**src/rtl/decode_queue.sv**
```systemverilog
// RV32I decode stage: instructions are decoded on entry and held in a small
// circular buffer so fetch and dispatch can stall independently.
module decode_queue #(
  parameter int DEPTH = 2,
  parameter int XLEN  = 32,
  parameter int OPW   = 6
) (
  input  logic                       clk,
  input  logic                       rst,
  input  logic                       rdy,
  input  logic                       flush_i,
  input  logic                       fetchValid_i,
  output logic                       fetchReady_o,
  input  logic [XLEN-1:0]            fetchData_i,
  input  logic [XLEN-1:0]            fetchPc_i,
  output logic                       decValid_o,
  input  logic                       decReady_i,
  output logic [4:0]                 r1Addr_o,
  output logic [4:0]                 r2Addr_o,
  output logic [4:0]                 rdAddr_o,
  output logic [OPW-1:0]             opCode_o,
  output logic [XLEN-1:0]            Imm_o,
  output logic [XLEN-1:0]            Pc_o,
  output logic                       illegal_o,
  output logic [$clog2(DEPTH):0]     count_o
);

  localparam int PW = $clog2(DEPTH);
  localparam int CW = PW + 1;

  // Internal opcode numbering; 0 is reserved for NOP / illegal.
  localparam logic [OPW-1:0] OP_LUI   = OPW'(1);
  localparam logic [OPW-1:0] OP_AUIPC = OPW'(2);
  localparam logic [OPW-1:0] OP_JAL   = OPW'(3);
  localparam logic [OPW-1:0] OP_JALR  = OPW'(4);
  localparam logic [OPW-1:0] OP_BEQ   = OPW'(5);
  localparam logic [OPW-1:0] OP_BNE   = OPW'(6);
  localparam logic [OPW-1:0] OP_BLT   = OPW'(7);
  localparam logic [OPW-1:0] OP_BGE   = OPW'(8);
  localparam logic [OPW-1:0] OP_BLTU  = OPW'(9);
  localparam logic [OPW-1:0] OP_BGEU  = OPW'(10);
  localparam logic [OPW-1:0] OP_LB    = OPW'(11);
  localparam logic [OPW-1:0] OP_LH    = OPW'(12);
  localparam logic [OPW-1:0] OP_LW    = OPW'(13);
  localparam logic [OPW-1:0] OP_LBU   = OPW'(14);
  localparam logic [OPW-1:0] OP_LHU   = OPW'(15);
  localparam logic [OPW-1:0] OP_SB    = OPW'(16);
  localparam logic [OPW-1:0] OP_SH    = OPW'(17);
  localparam logic [OPW-1:0] OP_SW    = OPW'(18);
  localparam logic [OPW-1:0] OP_ADDI  = OPW'(19);
  localparam logic [OPW-1:0] OP_SLTI  = OPW'(20);
  localparam logic [OPW-1:0] OP_SLTIU = OPW'(21);
  localparam logic [OPW-1:0] OP_XORI  = OPW'(22);
  localparam logic [OPW-1:0] OP_ORI   = OPW'(23);
  localparam logic [OPW-1:0] OP_ANDI  = OPW'(24);
  localparam logic [OPW-1:0] OP_SLLI  = OPW'(25);
  localparam logic [OPW-1:0] OP_SRLI  = OPW'(26);
  localparam logic [OPW-1:0] OP_SRAI  = OPW'(27);
  localparam logic [OPW-1:0] OP_ADD   = OPW'(28);
  localparam logic [OPW-1:0] OP_SUB   = OPW'(29);
  localparam logic [OPW-1:0] OP_SLL   = OPW'(30);
  localparam logic [OPW-1:0] OP_SLT   = OPW'(31);
  localparam logic [OPW-1:0] OP_SLTU  = OPW'(32);
  localparam logic [OPW-1:0] OP_XOR   = OPW'(33);
  localparam logic [OPW-1:0] OP_SRL   = OPW'(34);
  localparam logic [OPW-1:0] OP_SRA   = OPW'(35);
  localparam logic [OPW-1:0] OP_OR    = OPW'(36);
  localparam logic [OPW-1:0] OP_AND   = OPW'(37);

  localparam logic [6:0] F7_ZERO = 7'b0000000;
  localparam logic [6:0] F7_ALT  = 7'b0100000;

  typedef struct packed {
    logic [4:0]      r1;
    logic [4:0]      r2;
    logic [4:0]      rd;
    logic [OPW-1:0]  op;
    logic [XLEN-1:0] imm;
    logic [XLEN-1:0] pc;
    logic            ill;
  } entry_t;

  entry_t          mem [DEPTH];
  entry_t          dec;
  entry_t          head_e;
  logic [PW-1:0]   head;
  logic [PW-1:0]   tail;
  logic [CW-1:0]   count;
  logic            push;
  logic            pop;

  logic signed [XLEN-1:0] imm_i, imm_s, imm_b, imm_j, imm_u;
  logic        [XLEN-1:0] shamt;

  assign imm_i = XLEN'($signed(fetchData_i[31:20]));
  assign imm_s = XLEN'($signed({fetchData_i[31:25], fetchData_i[11:7]}));
  assign imm_b = XLEN'($signed({fetchData_i[31], fetchData_i[7], fetchData_i[30:25],
                                fetchData_i[11:8], 1'b0}));
  assign imm_j = XLEN'($signed({fetchData_i[31], fetchData_i[19:12], fetchData_i[20],
                                fetchData_i[30:21], 1'b0}));
  assign imm_u = XLEN'($signed({fetchData_i[31:12], 12'b0}));
  assign shamt = XLEN'(fetchData_i[24:20]);

  logic [6:0]      opc;
  logic [2:0]      f3;
  logic [6:0]      f7;
  logic            ill;
  logic            use_r1, use_r2, use_rd;
  logic [OPW-1:0]  op;
  logic [XLEN-1:0] imm;

  always_comb begin
    opc    = fetchData_i[6:0];
    f3     = fetchData_i[14:12];
    f7     = fetchData_i[31:25];
    ill    = 1'b0;
    use_r1 = 1'b0;
    use_r2 = 1'b0;
    use_rd = 1'b0;
    op     = '0;
    imm    = '0;
    case (opc)
      7'b0110111: begin op = OP_LUI;   use_rd = 1'b1; imm = imm_u; end
      7'b0010111: begin op = OP_AUIPC; use_rd = 1'b1; imm = imm_u; end
      7'b1101111: begin op = OP_JAL;   use_rd = 1'b1; imm = imm_j; end
      7'b1100111: begin op = OP_JALR;  use_r1 = 1'b1; use_rd = 1'b1; imm = imm_i; end
      7'b1100011: begin
        use_r1 = 1'b1; use_r2 = 1'b1; imm = imm_b;
        case (f3)
          3'b000:  op = OP_BEQ;
          3'b001:  op = OP_BNE;
          3'b100:  op = OP_BLT;
          3'b101:  op = OP_BGE;
          3'b110:  op = OP_BLTU;
          3'b111:  op = OP_BGEU;
          default: ill = 1'b1;
        endcase
      end
      7'b0000011: begin
        use_r1 = 1'b1; use_rd = 1'b1; imm = imm_i;
        case (f3)
          3'b000:  op = OP_LB;
          3'b001:  op = OP_LH;
          3'b010:  op = OP_LW;
          3'b100:  op = OP_LBU;
          3'b101:  op = OP_LHU;
          default: ill = 1'b1;
        endcase
      end
      7'b0100011: begin
        use_r1 = 1'b1; use_r2 = 1'b1; imm = imm_s;
        case (f3)
          3'b000:  op = OP_SB;
          3'b001:  op = OP_SH;
          3'b010:  op = OP_SW;
          default: ill = 1'b1;
        endcase
      end
      7'b0010011: begin
        use_r1 = 1'b1; use_rd = 1'b1; imm = imm_i;
        case (f3)
          3'b000: op = OP_ADDI;
          3'b010: op = OP_SLTI;
          3'b011: op = OP_SLTIU;
          3'b100: op = OP_XORI;
          3'b110: op = OP_ORI;
          3'b111: op = OP_ANDI;
          3'b001: begin
            imm = shamt;
            if (f7 == F7_ZERO) op = OP_SLLI;
            else               ill = 1'b1;
          end
          default: begin
            imm = shamt;
            if      (f7 == F7_ZERO) op = OP_SRLI;
            else if (f7 == F7_ALT)  op = OP_SRAI;
            else                    ill = 1'b1;
          end
        endcase
      end
      7'b0110011: begin
        use_r1 = 1'b1; use_r2 = 1'b1; use_rd = 1'b1;
        // Only ADD/SUB and SRL/SRA have an alternate funct7; everything else needs zero.
        case (f3)
          3'b000: begin
            if      (f7 == F7_ZERO) op = OP_ADD;
            else if (f7 == F7_ALT)  op = OP_SUB;
            else                    ill = 1'b1;
          end
          3'b101: begin
            if      (f7 == F7_ZERO) op = OP_SRL;
            else if (f7 == F7_ALT)  op = OP_SRA;
            else                    ill = 1'b1;
          end
          default: begin
            if (f7 != F7_ZERO) ill = 1'b1;
            case (f3)
              3'b001:  op = OP_SLL;
              3'b010:  op = OP_SLT;
              3'b011:  op = OP_SLTU;
              3'b100:  op = OP_XOR;
              3'b110:  op = OP_OR;
              default: op = OP_AND;
            endcase
          end
        endcase
      end
      default: ill = 1'b1;
    endcase

    dec    = '0;
    dec.pc = fetchPc_i;
    if (ill) begin
      dec.ill = 1'b1;
    end else begin
      dec.op  = op;
      dec.imm = imm;
      dec.r1  = use_r1 ? fetchData_i[19:15] : 5'd0;
      dec.r2  = use_r2 ? fetchData_i[24:20] : 5'd0;
      dec.rd  = use_rd ? fetchData_i[11:7]  : 5'd0;
    end
  end

  assign fetchReady_o = (count < CW'(DEPTH));
  assign decValid_o   = (count != '0);
  assign push = rdy & fetchValid_i & fetchReady_o & ~flush_i;
  assign pop  = rdy & decValid_o & decReady_i & ~flush_i;

  always_ff @(posedge clk or negedge rst) begin
    if (!rst) begin
      head  <= '0;
      tail  <= '0;
      count <= '0;
    end else if (rdy) begin
      if (flush_i) begin
        head  <= '0;
        tail  <= '0;
        count <= '0;
      end else begin
        if (push) tail <= tail + PW'(1);
        if (pop)  head <= head + PW'(1);
        case ({push, pop})
          2'b10:   count <= count + CW'(1);
          2'b01:   count <= count - CW'(1);
          default: count <= count;
        endcase
      end
    end
  end

  // Entry storage needs no reset: the head view is masked whenever the queue is empty.
  always_ff @(posedge clk) begin
    if (push) mem[tail] <= dec;
  end

  assign head_e    = decValid_o ? mem[head] : '0;
  assign r1Addr_o  = head_e.r1;
  assign r2Addr_o  = head_e.r2;
  assign rdAddr_o  = head_e.rd;
  assign opCode_o  = head_e.op;
  assign Imm_o     = head_e.imm;
  assign Pc_o      = head_e.pc;
  assign illegal_o = head_e.ill;
  assign count_o   = count;

endmodule

```
**config.mk**
```make
export PLATFORM = sky130hd
export DESIGN_NAME = decode_queue
export DESIGN_NICKNAME = d
export VERILOG_FILES = /design/src/rtl/decode_queue.sv
export SDC_FILE = /design/constraint.sdc
export NUM_CORES = 1
export LEC_CHECK = 0
export ABC_AREA = 1
export ABC_CLOCK_PERIOD_IN_PS = 6100
export CAP_MARGIN = 25
export CORE_MARGIN = 3
export CORE_UTILIZATION = 40
export CTS_CLUSTER_DIAMETER = 30
export DETAILED_ROUTE_END_ITERATION = 12
export GPL_TIMING_DRIVEN = 1
export HOLD_SLACK_MARGIN = 0.05
export SETUP_SLACK_MARGIN = 0.5
export SYNTH_ARGS = -nofsm -noshare
export SYNTH_HDL_FRONTEND = slang
export SYNTH_SLANG_ARGS = --single-unit
```
**constraint.sdc**
```tcl
create_clock -name clk -period 6.1 [get_ports clk]
set_input_delay 1.22 -clock clk [delete_from_list [all_inputs] [get_ports clk]]
set_output_delay 1.22 -clock clk [all_outputs]
set_load 0.02 [all_outputs]
```
==> results.cfg <==
[finish]
final_cell_mix = nand2_1 (268), edfxtp_1 (172), clkdlybuf4s50_1 (159)
final_core_util = 0.537
layout-drive-gt1-share = 0.0860
layout.nets = 1045
diodes = 0
finalInstanceArea_um2 = 10700
area_growth_pct = 29.4
layout_commonest_cell = nand2_1

[logic_synthesis]
synth_top_cell_area_share = 0.627
synth_area_leaders = edfxtp_1 (63%), nand2_1 (12%), a21oi_1 (5.8%), nor2_1 (4.8%), nor2_4 (2.2%)
yosysSeqAreaShare = 0.639
synth_nets = 901
syn_area_um2 = 8230
yosys.cell_types.count = 33
syn_avg_cell_area_um2 = 9.91
syn_inst = 831
synth-seq-cells = 176
yosysTopAreaCell = edfxtp_1
yosys_warnings = 0

[die]
io_pins = 160
die_w_um = 149
design.core.area_um2 = 19800
rows = 51
dieArea_um2 = 22300
initial_core_util = 0.415
die_h_um = 149

[critical_path]
crit_slowest_cell = clkdlybuf4s50_1
r2r_setup_slack_ns = 3.56
crit_family = buffers and inverters
worst_setup_path_start_kind = flop
r2r_start = count_o[1]
crit_buf_inv = 3
path_cells = inv_2 > buf_4 > nand2_1 > a21oi_1 > clkdlybuf4s50_1
critPathArrivalTime_ns = 2.97
critPathMaxFanout = 50
criticalPathCategory = flop to output pin
endpoint_kind = output pin
required_ns = 4.88
critPathMaxStageDelay_ns = 0.64
reg2reg_depth = 7
r2r-end = mem[1][81]

[place]
io_buffers = 159
dp_hpwl_um = 13800
place_area_um2 = 10000
gp_congestion = 0.927

[cts]
htree_levels = 4
cts_tree = built
clk_path_buf_depth = 2
clk_latency_ns = 0.42
cts.repair.resized = 0
cts_root_buf = clkbuf_16
postCtsSetupBuffers = 0
clkSlewWorstSetupHoldPaths_ns = 0.07
hold_buffers = 0
clock_sinks = 176
cts_buffers = 17

[routing]
vias = 6247
wl_per_cell_um = 16.9
drt_wl_total_um = 21200
drt-initial-drc-count = 399
vias_per_cell = 4.99
drc = 0
dr.pass1.iters = 5
ant_nets = 0

[sta]
finalMaxSlewViolations = 0
finalCritPeriodShare = 0.687
fin_crit_ns = 4.19
relSlewSlack = 0.319
timing.fmax_mhz = 239
setup_tns_ns = 0
max_slew.worst_pin.slew_ns = 1.02
finalSetupViolCount = 0
rsz0062_at_grt = no
skew_ns = 0.00823
holdWs_ns = 0.572
hold_violations = 0

[min_path]
min_path_type = flop to flop
whs_path_depth = 1
min_to = tail
hold_path.startpoint = tail

[global_routing]
overflow = 0
grt_max_degree = 89
grt_pass1_wl_um = 32900
antenna_found_initial = 0
grt_pass1_vias = 6086
grt_util_all_layers = 0.190

[job]
max_cap_violations = 0

[power]
p_leak_nw = 3.75
vdd_drop_max_v = 0.000177
power.density_nw_per_um2 = 321
power_mw = 3.42

[outcome]
status = complete, no violations
-- worst max-delay path by stage --
stage	start	to	slack (ns)	cells after the start
after floorplan	fetchValid_i	mem[0][0]	0.50	4
after global placement	fetchData_i[6]	mem[0][60]	2.11	8
after detailed placement	fetchData_i[5]	mem[1][37]	2.02	8
after CTS	head	Imm_o[1]	1.87	5
after global routing	head	Imm_o[1]	1.70	5
final	head	Imm_o[10]	1.91	5
-- per-stage QoR --
stage               setup slack, ns  std cells
finish                         1.91       1253
global route                   1.70       1253
CTS                            1.87       1252
detailed placement             2.02       1220
global placement               2.11       1220
floorplan                     0.497        831
-- kinds of logic after synthesis --
kind of cell    Yosys count  share of synthesized area
buf+inv                  81                     0.0428
compound gates          129                     0.0819
flops                   176                      0.639
simple gates            445                      0.236
-- synthesized netlist by cell type (all sizes together) --
library cell  instances
a31oi                 1
inv                  37
clkbuf               25
nand3b                2
a22oi                 1
o21a                  1
nand3                36
nand4                 4
dfrtp                 4
nand2               274
nor2                125
a21boi                6
clkinv                2
o21ai                24
o2111ai               1
buf                  17
nor3b                 3
and2                  1
a21oi                95
edfxtp              172
-- sequential cells by signal (all words and copies together) (netlist names) --
name,flops
mem,172
count_o,2
head,1
tail,1
-- final cells by class --
class | instances | area [um2]
repair buffers | 167 | 1680
well taps | 265 | 332
multi-input cells | 574 | 2640
clock buffers | 17 | 425
inverters | 39 | 146
clock inverters | 15 | 168
fillers | 1801 | 9190
flip-flops and latches | 176 | 5270
-- per-layer routing --
metal / GRT usage / vias up / routed length [um]
met1: 0.268 / 2954 / 9590
met5: 0 / - / 0
met4: 0.0412 / 0 / 148
li1: - / 3086 / -
met2: 0.308 / 194 / 10200
met3: 0.0382 / 13 / 1250
-- worst register-to-register path: stages, from the launching register on --
cell	delay, ns
dfrtp_1	0.46
inv_1	0.12
nand3_1	0.07
nor2_1	0.14
inv_1	0.13
nor2_4	0.09
buf_4	0.49
buf_4	0.66
-- power by group --
part	internal [mW]	leakage (nW)	total (mW)	switching (mW)
registers	1.37	1.52	1.39	0.0163
clock network	0.585	0.284	1.08	0.492
logic	0.384	1.94	0.958	0.574
total	2.34	3.75	3.42	1.08
(Power assumes the default switching activity.)
